==> config.mk <==
export PLATFORM = sky130hd
export DESIGN_NAME = uart_tx
export DESIGN_NICKNAME = d
export VERILOG_FILES = /design/src/rtl/uart_pkg.sv /design/src/rtl/uart_fifo.sv /design/src/rtl/uart_tx.sv
export SDC_FILE = /design/constraint.sdc
export NUM_CORES = 1
export LEC_CHECK = 0
export CAP_MARGIN = 20
export CORE_AREA = 5 5 172 174
export DETAILED_ROUTE_END_ITERATION = 10
export DIE_AREA = 0 0 177 179
export PLACE_DENSITY = 0.46
export SYNTH_ARGS = -nofsm -noshare
export SYNTH_HDL_FRONTEND = slang
export SYNTH_HIERARCHICAL = 1
export SYNTH_SLANG_ARGS = --single-unit
==> constraint.sdc <==
create_clock -name clk -period 7.3 [get_ports clk]
set_clock_uncertainty 0.1 [all_clocks]
set_input_delay 1.095 -clock clk [delete_from_list [all_inputs] [get_ports clk]]
set_output_delay 1.095 -clock clk [all_outputs]
set_load 0.05 [all_outputs]
==> src/rtl/uart_pkg.sv <==
// Shared UART definitions: frame constants and the transmit FSM state encoding.
// Imported by both the transmit and receive paths.
package uart_pkg;

    localparam int   UART_DATA_W    = 8;
    localparam logic UART_START_BIT = 1'b0;
    localparam logic UART_STOP_BIT  = 1'b1;

    typedef enum logic [1:0] {
        TX_IDLE,
        TX_START,
        TX_DATA,
        TX_STOP
    } tx_state_e;

endpackage

==> src/rtl/uart_fifo.sv <==
// Single-clock first-word-fall-through FIFO; rdata always shows the oldest entry.
// Depth is 2**AW; level carries one extra bit so a full FIFO is representable.
module uart_fifo #(
    parameter int DATA_W = 8,
    parameter int AW     = 4
) (
    input  logic              clk,
    input  logic              rst_n,
    input  logic              wrreq,
    input  logic [DATA_W-1:0] wdata,
    input  logic              rdreq,
    output logic [DATA_W-1:0] rdata,
    output logic              full,
    output logic              empty,
    output logic [AW:0]       level
);

    localparam logic [AW:0] DEPTH = {1'b1, {AW{1'b0}}};

    logic [DATA_W-1:0] mem [0:(1<<AW)-1];
    logic [AW-1:0]     wr_ptr;
    logic [AW-1:0]     rd_ptr;
    logic [AW:0]       count;
    logic              push;
    logic              pop;

    // full/empty come from the pre-edge count, so a write while full is
    // refused even when a pop happens on the same edge.
    assign full  = (count == DEPTH);
    assign empty = (count == '0);
    assign level = count;
    assign rdata = mem[rd_ptr];
    assign push  = wrreq && !full;
    assign pop   = rdreq && !empty;

    // NOTE: sequential state uses non-blocking assignments so every register
    // samples pre-edge values regardless of process ordering.
    always_ff @(posedge clk or negedge rst_n) begin
        if (!rst_n) begin
            wr_ptr <= '0;
            rd_ptr <= '0;
            count  <= '0;
        end else begin
            if (push) wr_ptr <= wr_ptr + 1'b1;
            if (pop)  rd_ptr <= rd_ptr + 1'b1;
            case ({push, pop})
                2'b10:   count <= count + 1'b1;
                2'b01:   count <= count - 1'b1;
                default: count <= count;
            endcase
        end
    end

    // NOTE: storage is deliberately not reset; the pointers and count decide
    // which entries are valid, and a reset-free array maps onto plain RAM.
    always_ff @(posedge clk) begin
        if (push) mem[wr_ptr] <= wdata;
    end

endmodule

==> src/rtl/uart_tx.sv <==
// UART transmitter: byte FIFO feeding an 8N1 serializer with a clock-enable baud counter.
// Back-to-back frames leave no idle gap when the FIFO has data at the stop-bit wrap.
module uart_tx
    import uart_pkg::*;
#(
    parameter int CLKS_PER_BIT = 4,
    parameter int FIFO_DEPTH   = 16,
    parameter int FIFO_AW      = 4
) (
    input  logic                   clk,
    input  logic                   rst_n,
    input  logic                   wrreq,
    input  logic [UART_DATA_W-1:0] write_data,
    output logic                   full,
    output logic [FIFO_AW:0]       level,
    output logic                   busy,
    output logic                   overflow,
    output logic                   txd
);

    localparam int CNT_W = $clog2(CLKS_PER_BIT);
    localparam int BIT_W = $clog2(UART_DATA_W);
    localparam int FIFO_AW_EFF = $clog2(FIFO_DEPTH);

    tx_state_e              state, state_d;
    logic [CNT_W-1:0]       cnt, cnt_d;
    logic [BIT_W-1:0]       bit_idx, bit_idx_d;
    logic [UART_DATA_W-1:0] shreg, shreg_d;
    logic                   txd_d;
    logic                   pop;
    logic                   wrap;
    logic                   fifo_empty;
    logic [UART_DATA_W-1:0] fifo_rdata;

    uart_fifo #(
        .DATA_W (UART_DATA_W),
        .AW     (FIFO_AW_EFF)
    ) u_fifo (
        .clk    (clk),
        .rst_n  (rst_n),
        .wrreq  (wrreq),
        .wdata  (write_data),
        .rdreq  (pop),
        .rdata  (fifo_rdata),
        .full   (full),
        .empty  (fifo_empty),
        .level  (level)
    );

    assign busy = (state != TX_IDLE) || !fifo_empty;
    assign wrap = (cnt == CNT_W'(CLKS_PER_BIT - 1));

    // NOTE: every signal written here gets a default first, so no path through
    // the case can leave one unassigned and infer a latch.
    always_comb begin
        state_d   = state;
        cnt_d     = cnt;
        bit_idx_d = bit_idx;
        shreg_d   = shreg;
        txd_d     = txd;
        pop       = 1'b0;

        case (state)
            TX_IDLE: begin
                txd_d = UART_STOP_BIT;
                cnt_d = '0;
                if (!fifo_empty) begin
                    pop     = 1'b1;
                    shreg_d = fifo_rdata;
                    txd_d   = UART_START_BIT;
                    state_d = TX_START;
                end
            end

            TX_START: begin
                cnt_d = wrap ? '0 : cnt + 1'b1;
                if (wrap) begin
                    txd_d     = shreg[0];
                    bit_idx_d = '0;
                    state_d   = TX_DATA;
                end
            end

            TX_DATA: begin
                cnt_d = wrap ? '0 : cnt + 1'b1;
                if (wrap) begin
                    if (bit_idx == BIT_W'(UART_DATA_W - 1)) begin
                        txd_d   = UART_STOP_BIT;
                        state_d = TX_STOP;
                    end else begin
                        shreg_d   = shreg >> 1;
                        txd_d     = shreg[1];
                        bit_idx_d = bit_idx + 1'b1;
                    end
                end
            end

            TX_STOP: begin
                cnt_d = wrap ? '0 : cnt + 1'b1;
                if (wrap) begin
                    if (!fifo_empty) begin
                        pop     = 1'b1;
                        shreg_d = fifo_rdata;
                        txd_d   = UART_START_BIT;
                        state_d = TX_START;
                    end else begin
                        state_d = TX_IDLE;
                    end
                end
            end

            default: begin
                txd_d   = UART_STOP_BIT;
                state_d = TX_IDLE;
            end
        endcase
    end

    always_ff @(posedge clk or negedge rst_n) begin
        if (!rst_n) begin
            state   <= TX_IDLE;
            cnt     <= '0;
            bit_idx <= '0;
            shreg   <= '0;
            txd     <= UART_STOP_BIT;
        end else begin
            state   <= state_d;
            cnt     <= cnt_d;
            bit_idx <= bit_idx_d;
            shreg   <= shreg_d;
            txd     <= txd_d;
        end
    end

    // Sticky: a refused write stays visible until the next reset.
    always_ff @(posedge clk or negedge rst_n) begin
        if (!rst_n) overflow <= 1'b0;
        else if (wrreq && full) overflow <= 1'b1;
    end

endmodule

Word level (Yosys, flattened, before mapping)
Memory sizes are Yosys's and may differ from the RTL's.
Cells that the tools add are included.
{"block": "word_totals", "regBits": 30, "output_inout_bits": 9, "ram_bits": 128, "n_memories": 1, "in_bits": 11, "wordCells": 79}
{"name": "u_fifo.mem", "depth": 16, "word_bits": 8, "read_ports": 1, "rd_clocked_by_memory_dff": 0, "write_ports": 1, "line": "uart_fifo.sv:20", "text": "logic [DATA_W-1:0] mem [0:(1<<AW)-1];"}
{"block": "op_classes", "eq_ne": 15, "n_mux": 31, "n_reduce_logical": 17, "n_addsub": 6}
{"op": "two-way mux 8 bit", "count": 4}
{"op": "one-hot mux 8 bit (3 select lines)", "count": 1}
{"op": "!= test 2 bit, second input constant", "count": 7}
{"op": "two-way mux 2 bit", "count": 6}
{"op": "AND reduction 4 bit", "count": 3}
{"op": "two-way mux 1 bit", "count": 11}
{"op": "one-hot mux 5 bit (2 select lines)", "count": 1}
{"op": "two-way mux 3 bit", "count": 3}
{"op": "adder 4 x 1 -> 4 bit, second input constant", "count": 2}
{"op": "== test 2 bit, second input constant", "count": 4}
{"op": "one-hot mux 2 bit (4 select lines)", "count": 1}
{"op": "one-hot mux 3 bit (2 select lines)", "count": 1}
{"op": "nonzero test 2 bit", "count": 3}
{"op": "adder 5 x 1 -> 5 bit, second input constant", "count": 1}
{"op": "== test 5 bit, second input constant", "count": 1}
{"op": "logical NOT 5 bit", "count": 1}
{"op": "AND reduction 5 bit", "count": 1}
{"op": "subtractor 5 x 1 -> 5 bit, second input constant", "count": 1}
{"op": "== test 2 x 1 -> 1 bit, second input constant", "count": 2}
{"op": "one-hot mux 1 bit (4 select lines)", "count": 1}
{"op": "one-hot mux 2 bit (2 select lines)", "count": 1}
{"op": "adder 3 x 1 -> 3 bit, second input constant", "count": 1}
{"op": "== test 3 bit, second input constant", "count": 1}
{"op": "logical AND 1 bit", "count": 3}
{"op": "other kinds (7)", "count": 8}

Longest topological paths before layout
{"block": "logic_depth", "ltp_word": 7, "ltp_mapped": 14, "ltp_nobuf": 13}

By module
The synthesis kept the hierarchy.
{"module": "uart_fifo", "area_each_um2": 5779.3, "instances": 1, "seq_area_each_um2": 4169.0, "cells_each": 332}
{"module": "uart_tx", "area_each_um2": 1083.5, "instances": 1, "seq_area_each_um2": 426.7, "cells_each": 94}

Worst setup path before layout
No wires, ideal clock.
{"block": "synth_path", "kind": "reg-to-reg", "from": "reg u_fifo.count[1], in the netlist u_fifo/level[1]", "to": "reg u_fifo.count[4], in the netlist u_fifo/level[4]", "arrival_time_ps": 2936, "setup_time_ps": 142, "synth_period_minus_slack_ps": 3178, "path_slack_ps": 4122, "path_buffers": 1, "t_required_ps": 7058, "stages_incl_launch_ff": 13, "path_cell_list": "dfrtp_1 > nor4_2 > and2b_1 > nor3_1 > nor2b_1 > buf_2 > ha_1 > ha_1 > nor2b_1 > o21ai_0 > a21oi_1 > or3b_1 > xnor2_1"}
{"block": "synth_via", "elab_chain_len": 7, "word_cells_on_any_way": 15, "classes_between": "2 x add/sub; 3 x eq/ne; 4 x mux; 6 x reduce/logical"}
{"element": "start: declaration", "line": "uart_fifo.sv:23", "text": "logic [AW:0] count;"}
{"element": "start signal: assignment", "line": "uart_fifo.sv:47", "text": "2'b10: count <= count + 1'b1;"}
{"element": "start signal: assignment", "line": "uart_fifo.sv:48", "text": "2'b01: count <= count - 1'b1;"}
{"element": "start signal: assignment", "line": "uart_fifo.sv:49", "text": "default: count <= count;"}
{"element": "logical NOT 5 bit *", "line": "uart_fifo.sv:30", "text": "assign empty = (count == '0);"}
{"element": "via fifo_empty", "line": "uart_tx.sv:32", "text": "logic fifo_empty;"}
{"element": "two-way mux 1 bit *", "line": "uart_tx.sv:67, uart_tx.sv:101"}
{"element": "two-way mux 1 bit", "line": "uart_tx.sv:100", "text": "if (wrap) begin"}
{"element": "one-hot mux 1 bit (2 select lines) *", "line": "uart_tx.sv:63", "text": "case (state)"}
{"element": "via pop", "line": "uart_tx.sv:30", "text": "logic pop;"}
{"element": "logical AND 1 bit *", "line": "uart_fifo.sv:34", "text": "assign pop = rdreq && !empty;"}
{"element": "via u_fifo.pop", "line": "uart_fifo.sv:25", "text": "logic pop;"}
{"element": "== test 2 x 1 -> 1 bit / == test 2 bit (equally long branches)", "line": "uart_fifo.sv:46", "text": "case ({push, pop})"}
{"element": "one-hot mux 5 bit (2 select lines) / nonzero test 2 bit (equally long branches)"}
The timed path passes the listed nets; every way through them passes the cells marked *.
A chain may end at the register's enable or synchronous reset.

Final worst setup path
{"block": "layout_path", "from": "reg u_fifo.count[0], in the netlist u_fifo/level[0]", "to": "out busy"}
{"block": "layout_via", "elab_chain_len": 3}
{"element": "logical NOT 5 bit", "line": "uart_fifo.sv:30"}
{"element": "via fifo_empty", "line": "uart_tx.sv:32"}
{"element": "logical NOT 1 bit", "line": "uart_tx.sv:50", "text": "assign busy = (state != TX_IDLE) || !fifo_empty;"}
{"element": "logical OR 1 bit", "line": "uart_tx.sv:50"}
{"element": "end: declaration", "line": "uart_tx.sv:16", "text": "output logic busy,"}
The timed path passes the listed nets, and every way through them passes these cells.

==> flow_summary.json <==
{
  "crit_family": "simple AND/OR/NAND/NOR gates",
  "power_frac_comb": 0.344,
  "post-synth-top-area-cell": "edfxtp_1",
  "start_util": 0.248,
  "drt_iter0_markers": 214,
  "path_cells": "nor4_2 -> and2b_1 -> nand2_1 -> clkdlybuf4s50_1",
  "crit_path_end_kind": "primary output",
  "synth-seq-cells": 158,
  "path_clk_slew_ns": 0.06,
  "worstPathArrival_ns": 2.38,
  "crit_required_ns": 6.11,
  "insertion_delay_ns": 0.42,
  "p_leak_nw": 2.77,
  "vdd.ir_drop.worst_mv": 0.176,
  "synthesis.nets": 457,
  "worstSetupStartpoint": "u_fifo/level[0]$_DFFE_PN0P_",
  "cts_tree": "built",
  "cp.buffers_inverters": 1,
  "tightest_slew_ns": 1.02,
  "synthFlopType": "edfxtp_1",
  "drv_cap": 0,
  "fin_tns_setup_ns": 0,
  "cts_setup_buffers": 0,
  "route.met2.wl_um": 7050,
  "synth.most_common_cell": "edfxtp_1",
  "hpwlAfterDp_um": 9390,
  "switchingPower_mw": 1.07,
  "fillCellCount": 2806,
  "synth_cells": 426,
  "finalCoreUtilization": 0.289,
  "syn_area_um2": 6860,
  "routed-wl-met3_um": 411,
  "switching_share": 0.340,
  "fp.dieArea_um2": 31700,
  "wl_um": 14600,
  "seqPwrFrac": 0.389,
  "max_freq_mhz": 280,
  "slew_headroom": 0.314,
  "fp.dieW_um": 177,
  "ys_top_cells_by_area": "edfxtp_1, dfrtp_1, mux4_2",
  "num_io_pins": 20,
  "fin_nets": 481,
  "min-delay-start": "cnt[0]$_DFF_PN0_",
  "hold_viol_final": 0,
  "rsz0062_at_grt": "no",
  "cts_root_buffer": "clkbuf_16",
  "cpMaxStageDelayCell": "clkdlybuf4s50_1",
  "finalPower_mw": 3.16,
  "grt_util_all_layers": 0.0973,
  "cts_buffers": 17,
  "grt_pass1_vias": 3800,
  "final_cells": 841,
  "drc": 0,
  "drt_first_pass_iters": 4,
  "num_antenna_cells": 0,
  "async_flop_share": 0.190,
  "start_kind": "flip-flop",
  "cts_max_level": 4,
  "r2r_end": "u_fifo/level[4]$_DFFE_PN0P_",
  "setup_viol": 0,
  "endpoint": "busy",
  "gp_congestion": 0.770,
  "grt_pass1_wl_um": 22900,
  "powerDensity_nw_per_um2": 396,
  "fin_crit_ns": 3.57,
  "cts.sinks": 158,
  "grt_antenna_before_repair": 0,
  "hp-class": "flip-flop to flip-flop",
  "vias": 3613,
  "synth_top_area_share": 0.560,
  "yosysWarnings": 6,
  "fp.coreArea_um2": 27600,
  "cts_resized": 0,
  "cts.path.max_buffers": 2,
  "synth_common_cells": "edfxtp_1, dfrtp_1, mux2i_1",
  "grt_max_degree": 52,
  "yosysUniqueCellTypes": 45,
  "areaGrowthSynthToFinish_pct": 16.3,
  "r2r_start": "cnt[0]$_DFF_PN0_",
  "synth_edf_count": 128,
  "dp.cells": 809,
  "wl_per_cell_um": 17.4,
  "postRouteAntennaNets": 0,
  "maxUsedRoutingLayer": "met4",
  "cp_max_fo": 7,
  "clockPowerShare": 0.266,
  "drive_gt1_frac": 0.188,
  "routed_via_density": 4.30,
  "timing.final.crit_share": 0.490,
  "numPortBuffers": 19,
  "slowest_delay_ns": 0.73,
  "path_depth": 4,
  "r2r_setup_slack_ns": 3.94,
  "cts_hold_buf": 0,
  "met1_length_um": 6970,
  "fp.dieH_um": 179,
  "reg2regPathDepth": 12,
  "outcome": "completed",
  "critPathKind": "flip-flop to primary output",
  "ys_seq_area_frac": 0.670,
  "synth.avg_cell_area_um2": 16.1,
  "grt-ovfl-total": 0,
  "drv_slew": 0,
  "rows": 61,
  "p_int_mw": 2.09
}
==> layout make-up <==
cell class / count / area, um2 / share of cell area
Inverter: 16 / 60.1 / 0.00752
Timing Repair Buffer: 27 / 250 / 0.0314
Clock inverter: 14 / 139 / 0.0174
Tap cell: 378 / 473 / 0.0593
Clock buffer: 18 / 429 / 0.0538
Sequential cell: 158 / 4600 / 0.576
Multi-Input combinational cell: 230 / 2030 / 0.255
==> cells in the final DEF (no fill, tap or decap), drive strengths merged, types with 14 or more instances in the layout <==
cell / n
a21oi: 14
clkbuf: 18
clkdlybuf4s50: 19
dfrtp: 29
edfxtp: 128
ha: 19
inv: 19
mux2: 25
mux2i: 27
mux4: 16
nand2: 25
nor2: 18
o21ai: 23
==> flip-flops by register name (all words and copies together) (netlist names) <==
signal         flops
u_fifo/wr_ptr      4
u_fifo/level       5
u_fifo/rd_ptr      4
overflow           1
u_fifo/mem       128
bit_idx            3
shreg              8
state              2
txd                1
cnt                2
==> power groups by stage <==
stage          Combinational, mW  Sequential, mW  Clock [mW]
2_1_floorplan              0.822            1.27           0
3_3_place_gp                1.09            1.24           0
3_5_place_dp                1.10            1.25           0
4_1_cts                     1.11            1.23       0.866
5_1_grt                     1.20            1.25       0.906
6_report                    1.09            1.23       0.842
==> kinds of logic after synthesis <==
family | synth area share
mux | 0.133
compound gates | 0.0633
buf+inv | 0.0341
xor+xnor | 0.0128
fa+ha+maj | 0.0376
flops | 0.670
simple gates | 0.0492
==> worst min path at each step <==
stage | end | slack, ns | cells after the start
2_1_floorplan | cnt[0]$_DFF_PN0_ | 0.31 | 1
3_3_place_gp | cnt[0]$_DFF_PN0_ | 0.32 | 1
3_5_place_dp | cnt[0]$_DFF_PN0_ | 0.33 | 1
4_1_cts | cnt[0]$_DFF_PN0_ | 0.34 | 1
5_1_grt | cnt[0]$_DFF_PN0_ | 0.37 | 1
6_report | cnt[0]$_DFF_PN0_ | 0.34 | 1
==> per-stage QoR <==
stage	worst slack, ns	hold slack (ns)	area (um2)
5_1_grt	3.61	0.367	7980
2_1_floorplan	4.12	0.308	6860
4_1_cts	3.69	0.340	7980
3_3_place_gp	3.57	0.319	7410
3_5_place_dp	3.55	0.330	7410
6_report	3.73	0.338	7980
==> per-layer routing <==
metal / vias to the layer above / global-route usage
met5: - / 0
met4: 0 / 0.0348
met3: 13 / 0.0209
met2: 47 / 0.157
met1: 1880 / 0.130
li1: 1673 / -
(Power assumes the default switching activity.)
